<file path="src/rtl/vga_pkg.sv">
// -----------------------------------------------------------------------------
// vga_pkg
// Shared constants for the VGA raster timing generator.
//   - VGA640_* : 640x480@60 mode (default parameter set of vga_timing_gen)
//   - VGA800_* : 800x600@72 mode, positive sync polarity
//   - vga_total(): line/frame length from active + porches + sync
// -----------------------------------------------------------------------------
package vga_pkg;

   // 640x480@60
   localparam int VGA640_H_ACTIVE = 640;
   localparam int VGA640_H_FP     = 16;
   localparam int VGA640_H_SYNC   = 96;
   localparam int VGA640_H_BP     = 48;
   localparam int VGA640_V_ACTIVE = 480;
   localparam int VGA640_V_FP     = 10;
   localparam int VGA640_V_SYNC   = 2;
   localparam int VGA640_V_BP     = 33;
   localparam int VGA640_HS_POL   = 0;
   localparam int VGA640_VS_POL   = 0;

   // 800x600@72
   localparam int VGA800_H_ACTIVE = 800;
   localparam int VGA800_H_FP     = 56;
   localparam int VGA800_H_SYNC   = 120;
   localparam int VGA800_H_BP     = 64;
   localparam int VGA800_V_ACTIVE = 600;
   localparam int VGA800_V_FP     = 37;
   localparam int VGA800_V_SYNC   = 6;
   localparam int VGA800_V_BP     = 23;
   localparam int VGA800_HS_POL   = 1;
   localparam int VGA800_VS_POL   = 1;

   function automatic int vga_total(input int active, input int fp,
                                    input int sync, input int bp);
      return active + fp + sync + bp;
   endfunction

endpackage

</file>
<file path="src/rtl/vga_axis_counter.sv">
// -----------------------------------------------------------------------------
// vga_axis_counter
// One raster axis: position counter with wrap, plus decode of the value the
// counter loads on this edge (sync window, active window).
// Ports:
//   i_clk          system clock
//   i_rst          synchronous active-high reset (count -> 0)
//   i_en           advance enable for this axis
//   o_count        current position (registered)
//   o_next         value loaded on the coming edge (o_count when i_en=0)
//   o_wrap         i_en and count at TOTAL-1 (counter returns to 0 this edge)
//   o_sync_next    o_next lies inside the sync window
//   o_active_next  o_next lies inside the active window
// -----------------------------------------------------------------------------
module vga_axis_counter
   import vga_pkg::*;
#(
   parameter int ACTIVE = 640,
   parameter int FP     = 16,
   parameter int SYNC   = 96,
   parameter int BP     = 48,
   parameter int CW     = 11
) (
   input  logic          i_clk,
   input  logic          i_rst,
   input  logic          i_en,
   output logic [CW-1:0] o_count,
   output logic [CW-1:0] o_next,
   output logic          o_wrap,
   output logic          o_sync_next,
   output logic          o_active_next
);

   localparam int TOTAL = vga_total(ACTIVE, FP, SYNC, BP);
   localparam int CWX   = CW + 1;

   // Window bounds carry one extra bit so a window ending exactly at 2^CW
   // (zero back porch with a full-width counter) does not truncate to 0.
   localparam logic [CW-1:0]  C_LAST      = CW'(TOTAL - 1);
   localparam logic [CWX-1:0] C_ACTIVE    = CWX'(ACTIVE);
   localparam logic [CWX-1:0] C_SYNC_BEG  = CWX'(ACTIVE + FP);
   localparam logic [CWX-1:0] C_SYNC_END  = CWX'(ACTIVE + FP + SYNC);

   if (ACTIVE < 1) begin : g_bad_active
      $error("vga_axis_counter: ACTIVE must be at least 1");
   end
   if (TOTAL > (1 << CW)) begin : g_bad_width
      $error("vga_axis_counter: CW too narrow for axis total");
   end

   logic [CW-1:0]  r_count;
   logic [CW-1:0]  w_next;
   logic [CWX-1:0] w_next_x;
   logic           w_term;

   assign w_term = (r_count == C_LAST);

   always_comb begin
      w_next = r_count;
      if (i_en) begin
         w_next = w_term ? '0 : r_count + CW'(1);
      end
   end

   always_ff @(posedge i_clk) begin
      if (i_rst) begin
         r_count <= '0;
      end else if (i_en) begin
         r_count <= w_next;
      end
   end

   assign w_next_x      = {1'b0, w_next};
   assign o_count       = r_count;
   assign o_next        = w_next;
   assign o_wrap        = i_en & w_term;
   assign o_sync_next   = (w_next_x >= C_SYNC_BEG) && (w_next_x < C_SYNC_END);
   assign o_active_next = (w_next_x < C_ACTIVE);

endmodule

</file>
<file path="src/rtl/vga_timing_gen.sv">
// -----------------------------------------------------------------------------
// vga_timing_gen
// Parametrised VGA raster timing generator. Every output is registered on the
// same edge and describes the same pixel (PX, PY).
// Ports:
//   CLOCK         system clock
//   RESET         synchronous active-high reset, dominant over PIX_CE
//   PIX_CE        pixel clock-enable; raster advances only when high
//   PX, PY        current pixel coordinates
//   VGA_HS/VGA_VS sync outputs, polarity per HS_POL/VS_POL
//   IS_DRAWING    PX/PY inside the visible area
//   LINE_START    one-CLOCK pulse on the edge where PX becomes 0
//   FRAME_START   one-CLOCK pulse on the edge where (PX,PY) becomes (0,0)
//   VBLANK_START  one-CLOCK pulse on the edge where (PX,PY) becomes (0,V_ACTIVE)
// -----------------------------------------------------------------------------
module vga_timing_gen
   import vga_pkg::*;
#(
   parameter int H_ACTIVE = VGA640_H_ACTIVE,
   parameter int H_FP     = VGA640_H_FP,
   parameter int H_SYNC   = VGA640_H_SYNC,
   parameter int H_BP     = VGA640_H_BP,
   parameter int V_ACTIVE = VGA640_V_ACTIVE,
   parameter int V_FP     = VGA640_V_FP,
   parameter int V_SYNC   = VGA640_V_SYNC,
   parameter int V_BP     = VGA640_V_BP,
   parameter int HS_POL   = VGA640_HS_POL,
   parameter int VS_POL   = VGA640_VS_POL,
   parameter int CW       = 11
) (
   input  logic          CLOCK,
   input  logic          RESET,
   input  logic          PIX_CE,
   output logic [CW-1:0] PX,
   output logic [CW-1:0] PY,
   output logic          VGA_HS,
   output logic          VGA_VS,
   output logic          IS_DRAWING,
   output logic          LINE_START,
   output logic          FRAME_START,
   output logic          VBLANK_START
);

   localparam logic          C_HS_POL   = 1'(HS_POL);
   localparam logic          C_VS_POL   = 1'(VS_POL);
   localparam logic [CW-1:0] C_V_ACTIVE = CW'(V_ACTIVE);

   logic [CW-1:0] w_h_count, w_h_next, w_v_count, w_v_next;
   logic          w_h_wrap, w_v_wrap, w_v_en;
   logic          w_hs_next, w_vs_next, w_h_act_next, w_v_act_next;

   logic r_hs, r_vs, r_draw, r_line, r_frame, r_vblank;

   assign w_v_en = PIX_CE & w_h_wrap;

   vga_axis_counter #(
      .ACTIVE (H_ACTIVE),
      .FP     (H_FP),
      .SYNC   (H_SYNC),
      .BP     (H_BP),
      .CW     (CW)
   ) u_h_axis (
      .i_clk         (CLOCK),
      .i_rst         (RESET),
      .i_en          (PIX_CE),
      .o_count       (w_h_count),
      .o_next        (w_h_next),
      .o_wrap        (w_h_wrap),
      .o_sync_next   (w_hs_next),
      .o_active_next (w_h_act_next)
   );

   vga_axis_counter #(
      .ACTIVE (V_ACTIVE),
      .FP     (V_FP),
      .SYNC   (V_SYNC),
      .BP     (V_BP),
      .CW     (CW)
   ) u_v_axis (
      .i_clk         (CLOCK),
      .i_rst         (RESET),
      .i_en          (w_v_en),
      .o_count       (w_v_count),
      .o_next        (w_v_next),
      .o_wrap        (w_v_wrap),
      .o_sync_next   (w_vs_next),
      .o_active_next (w_v_act_next)
   );

   // Levels are loaded from the counters' next values so they land on the same
   // edge as the coordinates. Strobes are re-evaluated every CLOCK, so a sparse
   // PIX_CE can never stretch them.
   always_ff @(posedge CLOCK) begin
      if (RESET) begin
         r_hs     <= ~C_HS_POL;
         r_vs     <= ~C_VS_POL;
         r_draw   <= 1'b1;
         r_line   <= 1'b0;
         r_frame  <= 1'b0;
         r_vblank <= 1'b0;
      end else begin
         r_line   <= PIX_CE & (w_h_next == '0);
         r_frame  <= w_h_wrap & w_v_wrap;
         r_vblank <= w_h_wrap & (w_v_next == C_V_ACTIVE);
         if (PIX_CE) begin
            r_hs   <= w_hs_next ~^ C_HS_POL;
            r_vs   <= w_vs_next ~^ C_VS_POL;
            r_draw <= w_h_act_next & w_v_act_next;
         end
      end
   end

   assign PX           = w_h_count;
   assign PY           = w_v_count;
   assign VGA_HS       = r_hs;
   assign VGA_VS       = r_vs;
   assign IS_DRAWING   = r_draw;
   assign LINE_START   = r_line;
   assign FRAME_START  = r_frame;
   assign VBLANK_START = r_vblank;

endmodule

</file>
<file path="config.mk">
export PLATFORM = sky130hd
export DESIGN_NAME = vga_timing_gen
export DESIGN_NICKNAME = d
export VERILOG_FILES = /design/src/rtl/vga_pkg.sv /design/src/rtl/vga_axis_counter.sv /design/src/rtl/vga_timing_gen.sv
export SDC_FILE = /design/constraint.sdc
export NUM_CORES = 1
export LEC_CHECK = 0
export BUFFER_PORTS_ARGS = -buffer_cell sky130_fd_sc_hd__buf_2
export CAP_MARGIN = 25
export CELL_PAD_IN_SITES_DETAIL_PLACEMENT = 0
export CELL_PAD_IN_SITES_GLOBAL_PLACEMENT = 2
export CORE_AREA = 4 4 85 67
export CTS_CLUSTER_DIAMETER = 100
export DETAILED_ROUTE_END_ITERATION = 8
export DIE_AREA = 0 0 89 71
export PLACE_DENSITY = 0.8
export SYNTH_ARGS = -nofsm -noshare
export SYNTH_HDL_FRONTEND = slang
export SYNTH_HIERARCHICAL = 1
export SYNTH_SLANG_ARGS = --single-unit
</file>
<file path="constraint.sdc">
create_clock -name CLOCK -period 5.5 [get_ports CLOCK]
set_input_delay 0.55 -clock CLOCK [delete_from_list [all_inputs] [get_ports CLOCK]]
set_output_delay 0.55 -clock CLOCK [all_outputs]
set_load 0.005 [all_outputs]
</file>
======== Word level (Yosys, flattened, before mapping) ========
Cells that the tools add are included.
storage, ports and cells
  bits in registers ....................... 28
  latch bits .............................. 0
  bits in writable memories ............... 0
  ROM bits ................................ 0
  bits of input ports ..................... 3
  memories ................................ 0
cells by class
  $add $sub $neg .......................... 2
  multiply operators ...................... 0
  div/mod/pow operators ................... 0
  order comparisons ....................... 6
  equality and inequality tests ........... 3
  shift operators ......................... 0
  mux-type cells .......................... 4
  bitwise gates (word level) .............. 9
  reductions and logical operators ........ 3
operators by type and width
  kind                                                                     count
  11-bit two-way mux                                                       4
  11-bit by 1-bit adder with 11-bit output, second input constant          2
  11-bit by 10-bit equality test with 1-bit output, second input constant  2
  11-bit by 10-bit < comparator with 1-bit output, second input constant   2
  11-bit by 9-bit < comparator with 1-bit output, second input constant    2
  11-bit by 9-bit equality test with 1-bit output, second input constant   1
  11-bit by 10-bit >= comparator with 1-bit output, second input constant  1
  11-bit by 9-bit >= comparator with 1-bit output, second input constant   1
  11-bit zero test                                                         1
  1-bit bitwise AND                                                        7
  1-bit logical AND                                                        2
  1-bit inverter                                                           2

======== Logic depth before layout (Yosys ltp) ========
  depth in word-level cells ............... 7
  mapped depth ............................ 12

======== Hierarchy ========
The synthesis kept the hierarchy.
modules (own cells, without submodules)
  module                       times used  cells each  area each (sq um)
  vga_axis_counter (u_v_axis)  1           90          720.7
  vga_axis_counter (u_h_axis)  1           76          656.9
  vga_timing_gen               1           26          266.5

======== Least setup slack after synthesis ========
OpenSTA, ideal clock, no wires.
  kind .................................... register -> register
  start ................................... reg u_h_axis.r_count[0] (netlist: u_h_axis/o_count[0])
  end ..................................... reg r_vs (netlist: VGA_VS)
  arrival time ............................ 2.898 ns
  data required time ...................... 5.386 ns
  path slack .............................. 2.488 ns
  cell stages (with the launch flop) ...... 13
  cells stage by stage .................... dfxtp_1 > ha_1 > nand2_2 > or2_4 > nor3_4 > and2_2 > buf_4 > nand4_2 > or3_4 > a221o_1 > nor4_2 > nand2_1 > a21o_1
on the way
  cells in the longest elaborated chain, start to end .. 7
RTL lines
  what                                                                                                                      line                    source
  start, declared                                                                                                           vga_axis_counter.sv:51  logic [CW-1:0] r_count;
  start signal, assigned                                                                                                    vga_axis_counter.sv:69  r_count <= w_next;
  11-bit by 10-bit equality test with 1-bit output (*)                                                                      vga_axis_counter.sv:56  assign w_term = (r_count == C_LAST);
  1-bit bitwise AND (*)                                                                                                     vga_axis_counter.sv:76  assign o_wrap = i_en & w_term;
  net w_h_wrap                                                                                                              vga_timing_gen.sv:49    logic w_h_wrap, w_v_wrap, w_v_en;
  1-bit bitwise AND (*)                                                                                                     vga_timing_gen.sv:54    assign w_v_en = PIX_CE & w_h_wrap;
  net w_v_en                                                                                                                vga_timing_gen.sv:49
  11-bit two-way mux (*)                                                                                                    vga_axis_counter.sv:60  if (i_en) begin
  11-bit by 9-bit >= comparator with 1-bit output / 11-bit by 9-bit < comparator with 1-bit output (equally long branches)  vga_axis_counter.sv:77  assign o_sync_next = (w_next_x >= C_SYNC_BEG) && (w_next_x < C_SYNC_END);
  1-bit logical AND (*)                                                                                                     vga_axis_counter.sv:77
  net w_vs_next                                                                                                             vga_timing_gen.sv:50    logic w_hs_next, w_vs_next, w_h_act_next, w_v_act_next;
  1-bit inverter (no line) (*)                                                                                              --
  end signal, assigned                                                                                                      vga_timing_gen.sv:96    r_vs <= ~C_VS_POL;
  end signal, assigned                                                                                                      vga_timing_gen.sv:107   r_vs <= w_vs_next ~^ C_VS_POL;
  end, declared                                                                                                             vga_timing_gen.sv:52    logic r_hs, r_vs, r_draw, r_line, r_frame, r_vblank;
Mark *: on every way through the listed nets, which the timed path passes. The rest lies on a longest branch.
A chain may end at the register's enable or synchronous reset.

======== Worst setup path after layout ========
Same ends and word-level chain as after synthesis.

==> impl.org <==
** Yosys
- Synth Area in Adders :: under 10%
- Primary flip-flop cell chosen by synthesis mapping :: dfxtp_1
- Post-Syn Nets :: 198
- Portion of the post-synthesis area used by sequential elements :: 34.1%
- Summing the areas of all and, or, nand and nor instances in the mapped netlist gives 40.9% of the synthesized area.
- Number of enable flip-flop cells after synthesis :: 0
- Mapped Avg Cell Area :: 8.56 sq um
- Number of synthesis warnings :: 6
- Synthesized-area fraction occupied by ao, oa, aoi and oai cells :: 10.0%
- Post-Synthesis Cells :: about 190
- Multiplexer area fraction after synthesis :: under 10%
- Parity-gate share of the synthesized area counting xor and xnor cells :: roughly 8.0%
- The mapped netlist covers about 0.0016 sq mm.
- Share of async-settable or async-resettable flops after synthesis :: 0%
- Counting flops and latches in the post-synthesis netlist gives 28.
- Combinational family with the most area after synthesis :: simple AND/OR/NAND/NOR gates
- Count of distinct cell types in the synthesized netlist :: 54

** Critical path
- The worst setup path is launched from a flip-flop.
- Series of cell instances along the critical path :: ha_1, nand2_2, or2_4, nor3_4, and2_2, nand4_2, or3_4, a221o_1, nor4_2, nand2_1, a21o_1
- Data arrival time of the critical path :: 3.58 ns
- The slowest stage of the critical path is the dfxtp_1 cell.
- The worst register-to-register path begins at u_h_axis/o_count[0].
- Counting both buffers and inverters, the worst setup path holds a total of 0.
- STA classifies the critical path endpoint as a flip-flop.
- Depth of the most critical reg-to-reg path :: 11
- Setup slack on the worst reg-to-reg path comes out at 2.11 ns.
- Kind of cell with the highest combined delay on the critical path :: simple AND/OR/NAND/NOR gates
- The worst register-to-register path ends at VGA_VS.
- Max stage delay on crit path :: 0.42 ns
- CP max FO :: 9
- By startpoint and endpoint, the worst setup path is classified as reg -> reg.
- Data on the critical path is required at its endpoint by 5.69 ns.

** Floorplan
- Floorplan die height :: 71 um
- The total area inside the core boundary comes to 0.00482 sq mm.
- The floorplan has 22 rows.
- Die span in x :: 89 um
- Count of pins on the block boundary :: 31
- Initial standard-cell utilization of the core :: between 30 and 40%
- The floorplan step defined a die boundary enclosing 0.00632 sq mm.

** Final layout
- Utilization after layout :: 39.9%
- The library cell used most frequently in the layout, excluding fill and tap cells, is buf_2.
- Proportion of layout cells with a drive suffix above 1 :: 22.5%
- Antenna diode count :: 0
- The net count of the finished layout is 229.
- Most used cells in the layout excluding fill and tap cells :: buf_2, dfxtp_1, nor2_1, nor3_1, nand2_1
- Syn-to-layout area delta :: 16.8%

** CTS
- Clock latency on the worst-skew pair, taken at its later pin, is 0.28 ns.
- Clock sink count :: 28
- Clock-pin slew was measured on the worst setup and hold paths at about 0.1 ns.
- CTS HTree Levels :: 1
- Post-CTS timing repair inserted 0 buffers for setup.
- CTS tree :: yes
- The number of clock buffers added by TritonCTS is 3.
- Hold repair after CTS inserted 0 buffers.
- Post-CTS repair changed the size of 0 cells.
- CTS root buffer :: clkbuf_8
- Maximum root-to-sink buffer count :: 2

** Global route
- The first global-routing pass estimated 6770 um of wire.
- Number of antenna violations at the first check in global routing :: 0
- Vias in the first global route :: around 1300
- Overall fraction of global-route tracks in use :: between 10 and 15%
- For this run the aggregate overflow at the end of global routing stands at 0.
- Pin count of the biggest net entering global routing :: 29

** Detailed routing
- Count of unresolved DRC violations after routing :: 0
- In the routed layout, each cell is associated on average with a via count of approximately 5.2.
- After the first detailed-routing iteration, the DRC count stood at 133.
- After detailed routing, the total wire length is 4210 um.
- Length of the first detailed-routing pass in iterations :: 4
- Post-DRT Antenna Nets :: 0
- Routed wire per std cell :: roughly 15 um
- Total vias in the final route :: approximately 1500

** Pwr
- For this design the static power due to leakage is 0.787 nW.
- Seq pwr share :: between 50% and 60%
- Cell Int Power :: 0.309 mW
- Power spread over the standard cell area amounts to 202 mW/mm^2.
- IR analysis of the VDD net gives a maximum drop of between 0.0001 and 0.00015 V.
- Net switching is 20.5% of the power.
- Clock Power Share :: 42.7%
- The share of total power dissipated in combinational logic is 4.1%.
- Switching power :: 0.0798 mW

** STA
- For the final database, setup skew stands at 0.00565 ns.
- Final setup violation count :: 0
- Setup repair after global routing left no endpoint under its margin.
- Final worst-path cycle share :: about three fifths
- For the pin with the worst max-slew slack, the measured transition is between 0.5 and 0.6 ns.
- Final hold slack :: 0.543 ns
- Once routing completed, OpenROAD measured the worst setup slack at around 2.1 ns.
- The number of pins with negative max-slew slack in the final report was 0.
- Clock period minus final worst setup slack :: 3.39 ns
- TNS Setup :: 0 ns
- The worst pin sits at a relative slew slack of 64.4%.
- Final hold vios :: 0
- Fmax :: about 290 MHz

** Place
- DP Wirelength :: 3160 um
- Last weighted congestion value of the routability-driven placer :: between 0.8 and 0.9
- Port buffering added 30 buffers.
- Pre-CTS WS :: 1.96 ns

** Min path
- The tightest min-delay check is of the reg -> reg type.
- Worst Hold Path Cells :: 2
- Hold Startpoint :: VGA_VS
- Endpoint of the worst hold-timing path :: VGA_VS

** Run status
- Result of the run :: finished, final reports clean

** Flow run
- Max-cap violations in this run came to 0.
-- per-layer routing --
layer,GRT usage (%),vias up,part of all wire (%)
met5,0,-,0
met2,16.0,43,35
met4,1.98,0,0.59
met1,23.2,681,58
li1,-,746,-
met3,3.73,4,6.0
-- state kept, by name, indices dropped and copies added (netlist names) --
| register | count |
|---|---|
| VBLANK_START | 1 |
| FRAME_START | 1 |
| VGA_VS | 1 |
| u_h_axis/o_count | 11 |
| LINE_START | 1 |
| VGA_HS | 1 |
| IS_DRAWING | 1 |
| u_v_axis/o_count | 11 |
-- worst max-delay path by stage --
stage                              from      to  slack, ns  cells past startpoint
floorplan           u_h_axis/o_count[0]  VGA_VS       2.49                     12
global placement                 PIX_CE  VGA_VS       2.03                     11
detailed placement               PIX_CE  VGA_VS       1.96                     11
CTS                 u_h_axis/o_count[0]  VGA_VS       2.12                     11
global route        u_h_axis/o_count[0]  VGA_VS       1.89                     11
finish              u_h_axis/o_count[0]  VGA_VS       2.11                     11
-- cells in the mapped netlist, drive strengths merged, types with 5 or more instances --
library cell	instances	share of area [%]
a21oi	6	1.8
dfxtp	28	34
inv	9	2.1
nand2	16	3.8
nand3	7	3.2
nand4	5	2.3
nor2	17	4.0
nor2b	12	4.6
nor3	17	5.9
nor4	5	3.0
xnor2	8	4.3
xor2	7	3.7
-- power groups by stage --
stage | clock network, mW | logic, mW | registers (mW)
CTS | 0.170 | 0.0160 | 0.207
detailed placement | 0 | 0.0158 | 0.211
global placement | 0 | 0.0158 | 0.211
floorplan | 0 | 0.00862 | 0.211
global route | 0.177 | 0.0181 | 0.207
finish | 0.166 | 0.0160 | 0.207
-- cells by family (layout without fill, tap and decap cells) --
kind of cell             after synthesis  count (layout)
AND/OR/NAND/NOR                      107             107
multiplexers                           2               2
adder cells (fa/ha/maj)                3               3
buffers and inverters                 13              43
XOR/XNOR                              15              15
AO/OA/AOI/OAI                         24              24
flip-flops                            28              28
-- metrics by stage --
step / power, mW / area (sq um) / instances
6_report: 0.389 / 1920 / 282
5_1_grt: 0.402 / 1920 / 282
4_1_cts: 0.393 / 1920 / 282
3_5_place_dp: 0.227 / 1850 / 278
3_3_place_gp: 0.227 / 1850 / 278
2_1_floorplan: 0.220 / 1640 / 192
-- final cells by class --
| cell class | count | area, sq um |
|---|---|---|
| Clock buffer | 3 | 41.3 |
| Clock inverter | 1 | 30.0 |
| Tap cell | 60 | 75.1 |
| Multi-Input combinational cell | 151 | 1030 |
| Inverter | 9 | 33.8 |
| Fill cell | 495 | 2900 |
| Timing Repair Buffer | 30 | 150 |
| Sequential cell | 28 | 561 |
-- worst min-delay path, stage by stage (launching register included) --
cell	delay (ns)
dfxtp_1	0.33
or2_1	0.09
a21o_1	0.10
(Power assumes the default switching activity.)
